File: config.mk
export PLATFORM = sky130hd
export DESIGN_NAME = shift_reg_xfer
export DESIGN_NICKNAME = d
export VERILOG_FILES = /design/src/rtl/shift_reg_xfer.sv
export SDC_FILE = /design/constraint.sdc
export NUM_CORES = 1
export LEC_CHECK = 0
export BUFFER_PORTS_ARGS = -buffer_cell sky130_fd_sc_hd__buf_2
export CORE_UTILIZATION = 43
export DETAILED_ROUTE_END_ITERATION = 6
export GPL_TIMING_DRIVEN = 0
export PLACE_DENSITY = 0.74
export REMOVE_ABC_BUFFERS = 1
export SLEW_MARGIN = 5
export SYNTH_ARGS = -nofsm -noshare
export SYNTH_HDL_FRONTEND = slang
export SYNTH_SLANG_ARGS = --single-unit
File: constraint.sdc
create_clock -name clk -period 1.4 [get_ports clk]
set_clock_uncertainty 0.15 [all_clocks]
set_input_delay 0.28 -clock clk [delete_from_list [all_inputs] [get_ports clk]]
set_output_delay 0.28 -clock clk [all_outputs]
set_load 0.005 [all_outputs]
File: src/rtl/shift_reg_xfer.sv
// shift_reg_xfer: universal WIDTH-bit shift register with a frame sequencer.
// A start command latches direction and mode, then exactly WIDTH shifts are
// performed (stalled by en=0), followed by a one-cycle done state.
module shift_reg_xfer #(
    parameter int unsigned WIDTH = 12,
    parameter int unsigned CW    = $clog2(WIDTH + 1)
) (
    input  logic             clk,
    input  logic             reset,
    input  logic             load,
    input  logic [WIDTH-1:0] d,
    input  logic             start,
    input  logic             dir,
    input  logic             rot,
    input  logic             en,
    input  logic             sin,
    output logic [WIDTH-1:0] q,
    output logic             sout,
    output logic             busy,
    output logic             done,
    output logic [CW-1:0]    cnt
);

    typedef enum logic [1:0] {StIdle, StShift, StDone} state_e;

    state_e           state_q, state_d;
    logic [WIDTH-1:0] data_q, data_d;
    logic             dir_q, dir_d;
    logic             rot_q, rot_d;
    logic [CW-1:0]    cnt_q, cnt_d;
    logic [CW-1:0]    cnt_inc;
    logic             in_bit;

    assign cnt_inc = cnt_q + CW'(1);

    // Outgoing bit; in rotate mode it is also the bit that re-enters.
    assign sout   = dir_q ? data_q[0] : data_q[WIDTH-1];
    assign in_bit = rot_q ? sout : sin;

    assign q    = data_q;
    assign cnt  = cnt_q;
    assign busy = (state_q == StShift);
    assign done = (state_q == StDone);

    // Next-state: command decode in IDLE/DONE, shift sequencing in SHIFT.
    always_comb begin
        state_d = state_q;
        data_d  = data_q;
        dir_d   = dir_q;
        rot_d   = rot_q;
        cnt_d   = cnt_q;
        unique case (state_q)
            StIdle, StDone: begin
                if (load) begin
                    data_d  = d;
                    state_d = StIdle;
                end else if (start) begin
                    dir_d   = dir;
                    rot_d   = rot;
                    cnt_d   = '0;
                    state_d = StShift;
                end else begin
                    state_d = StIdle;
                end
            end
            StShift: begin
                // Commands are ignored here; only reset can abort a frame.
                if (en) begin
                    data_d = dir_q ? {in_bit, data_q[WIDTH-1:1]}
                                   : {data_q[WIDTH-2:0], in_bit};
                    cnt_d  = cnt_inc;
                    if (cnt_inc == CW'(WIDTH)) begin
                        state_d = StDone;
                    end
                end
            end
            default: state_d = StIdle;
        endcase
    end

    // State and datapath registers with asynchronous active-low clear.
    always_ff @(posedge clk or negedge reset) begin
        if (!reset) begin
            state_q <= StIdle;
            data_q  <= '0;
            dir_q   <= 1'b0;
            rot_q   <= 1'b0;
            cnt_q   <= '0;
        end else begin
            state_q <= state_d;
            data_q  <= data_d;
            dir_q   <= dir_d;
            rot_q   <= rot_d;
            cnt_q   <= cnt_d;
        end
    end

endmodule

==> flow_summary.yaml <==
route:
  routed_wl_um: 2650
  wl_per_cell_um: 15.1
  via_per_inst: 5.54
  route.detailed.drc: 0
  antenna_left: 0
  first_pass_iters: 5
  via_count: 970
  drt_iter0_drc: 21
grt:
  antenna_found_initial: 0
  grt_max_degree: 21
  grt_pass1_vias: 949
  grt.overflow.total: 0
  grt_pass1_wl_um: 4270
  track_usage: 0.215
synth:
  synth-edff-count: 0
  synth_top_area_share: 0.464
  ys_top_cells_by_count: "dfrtp_1, mux2i_1, nor2_1, a221o_1, nand2_1"
  yosysTopAreaCell: "dfrtp_1"
  synth.most_common_cell: "dfrtp_1"
  synth-seq-cells: 20
  netlist_area_sq_mm: 0.00108
  synthArstFlopShare: 1.00
  ys_types: 29
  postSynthCellCount: 102
  postSynthAreaPerCell_sq_um: 10.6
  synth-main-ff-cell: "dfrtp_1"
  ys_seq_area_frac: 0.464
  yosys_warnings: 0
  synthTopCellsByArea: "dfrtp_1, mux2i_1, a221o_1, nor2_1, nand2_1"
final_layout:
  stdcell_area_sq_mm: 0.00145
  n_antenna_cell: 0
  fin_nets: 169
  layout-drive-gt1-share: 0.456
  synthToLayoutAreaGrowth_pct: 34.7
floorplan:
  die_w_um: 52.1
  die_y_um: 52.1
  core_sq_mm: 0.00230
  start_util: 0.469
  io_pins: 39
  dieArea_sq_mm: 0.00271
  fp-row-count: 17
sta:
  fin_ws_ns: -0.260
  setup_violations: 13
  drv_slew: 0
  fin_crit_ns: 1.66
  finalHoldViolCount: 0
  rsz0062_at_grt: "yes"
  min_period_over_period: 1.19
  tightest_slew_ns: 0.457
  max_freq_mhz: 603
  relSlewSlack: 0.695
critical_path:
  max_stage_delay_ns: 0.50
  required_ns: 0.97
  endpoint_kind: "output port"
  worstPathCellList: "mux2_4, buf_6"
  cpMaxStageDelayCell: "dfrtp_4"
  start_kind: "flop"
  worstPathArrival_ns: 1.23
  critical_path.max_fanout: 2
  path_class: "flop to output port"
  rrSetupSlack_ns: -0.08
clocking:
  cts-root-buf: "clkbuf_4"
  cts_tree: "done"
  clkTransAtPathRegs_ns: 0.12
  cts_sinks: 20
  worst_skew_pair.late_latency_ns: 0.30
  numCtsBuffers: 3
  cts_buffer_depth: 2
  h-tree-depth: 1
power:
  finalPower_mw: 3.08
  peakVddDrop_v: 0.00122
  power_density_mw_per_mm2: 2120
  p_leak_nw: 0.712
placement:
  place.gp.congestion: 0.723
  dpl.hpwl_um: 1710
  postPlaceCellArea_sq_mm: 0.00126
  numPortBuffers: 38
outcome:
  status: "finished, violations left"
  violations: "setup timing"
flow_run:
  maxCapViolations: 0
hold_path:
  hp-class: "input port to flop"
## timing repair
item | in CTS | in global routing
hold buffers | 1 | 0
pin swaps | 2 | 3
resized for setup | 10 | 7
setup endpoints to repair | 21 | 23
buffers inserted | 9 | 0
endpoints found under the hold margin | 20 | 0
## state kept, by name, summed over array words and instances, names as in the netlist
signal	count
q	12
cnt	4
state_q	2
dir_q	1
rot_q	1
## stage by stage
stage	setup TNS (ns)	utilization	setup slack [ns]	std cells	hold WS (ns)
4_1_cts	-0.998	0.618	-0.263	175	0.0113
5_1_grt	-1.71	0.632	-0.301	175	0.0122
3_3_place_gp	-6.35	0.548	-0.580	161	0.104
2_1_floorplan	-2.85	-	-0.277	95	-0.166
6_report	-1.05	0.632	-0.260	175	0.0237
3_5_place_dp	-6.54	0.548	-0.573	161	0.109
## critical path, delay by kind of cell (launching register included)
kind     cells  cell delay, ns
flops        1            0.50
mux          1            0.31
buf+inv      1            0.12
## kinds of logic after synthesis
logic type                 count (synthesis)  synth area share
buffers and inverters                      8            0.0452
AOI/OAI and AO/OA                         18             0.142
and+or+nand+nor                           39             0.186
DFF                                       20             0.464
adders and majority gates                  1            0.0116
muxes                                     16             0.152
## metal layers
| metal | GRT usage | wire (um) | part of all wire | vias up |
|---|---|---|---|---|
| met5 | 0 | 0 | 0 | - |
| met1 | 0.268 | 1150 | 0.43 | 454 |
| met3 | 0.0292 | 187 | 0.071 | 2 |
| met4 | 0.0946 | 14 | 0.0053 | 0 |
| met2 | 0.365 | 1300 | 0.49 | 53 |
| li1 | - | - | - | 461 |
## layout make-up
class / count / area (sq um)
fill: 193 / 845
multi-input combinational: 74 / 578
tap: 28 / 35.0
sequential: 20 / 505
clock buffer: 3 / 22.5
inverter: 1 / 3.75
timing repair buffer: 48 / 278
clock inverter: 1 / 30.0
## power by group
part           internal (mW)  switching (mW)  total, mW
registers              0.844           0.312       1.16
logic                  0.813           0.636       1.45
clock network          0.289           0.183      0.472
total                   1.95            1.13       3.08
## cells in the final DEF, fill, tap and decap left out, drive strengths merged, types with 2 or more instances in the layout
cell type / instances
buf: 47
dfrtp: 20
mux2i: 13
nor2: 13
a221o: 10
nand2: 10
nor2b: 5
clkbuf: 3
mux2: 3
o21ai: 3
a221oi: 2
nand3: 2
a211oi: 2
nor3b: 2
## worst paths after layout
path                            startpoint  cells after the start      to
max in group asynchronous            reset                      2   dir_q
min in group asynchronous            reset                      2    q[5]
worst min register to register      cnt[3]                      1  cnt[3]
worst max-delay path                 dir_q                      2    sout
worst min-delay path                   rot                      3   rot_q
worst max register to register  state_q[0]                      4    q[7]
No activity file was read; power rests on OpenSTA's default activity.
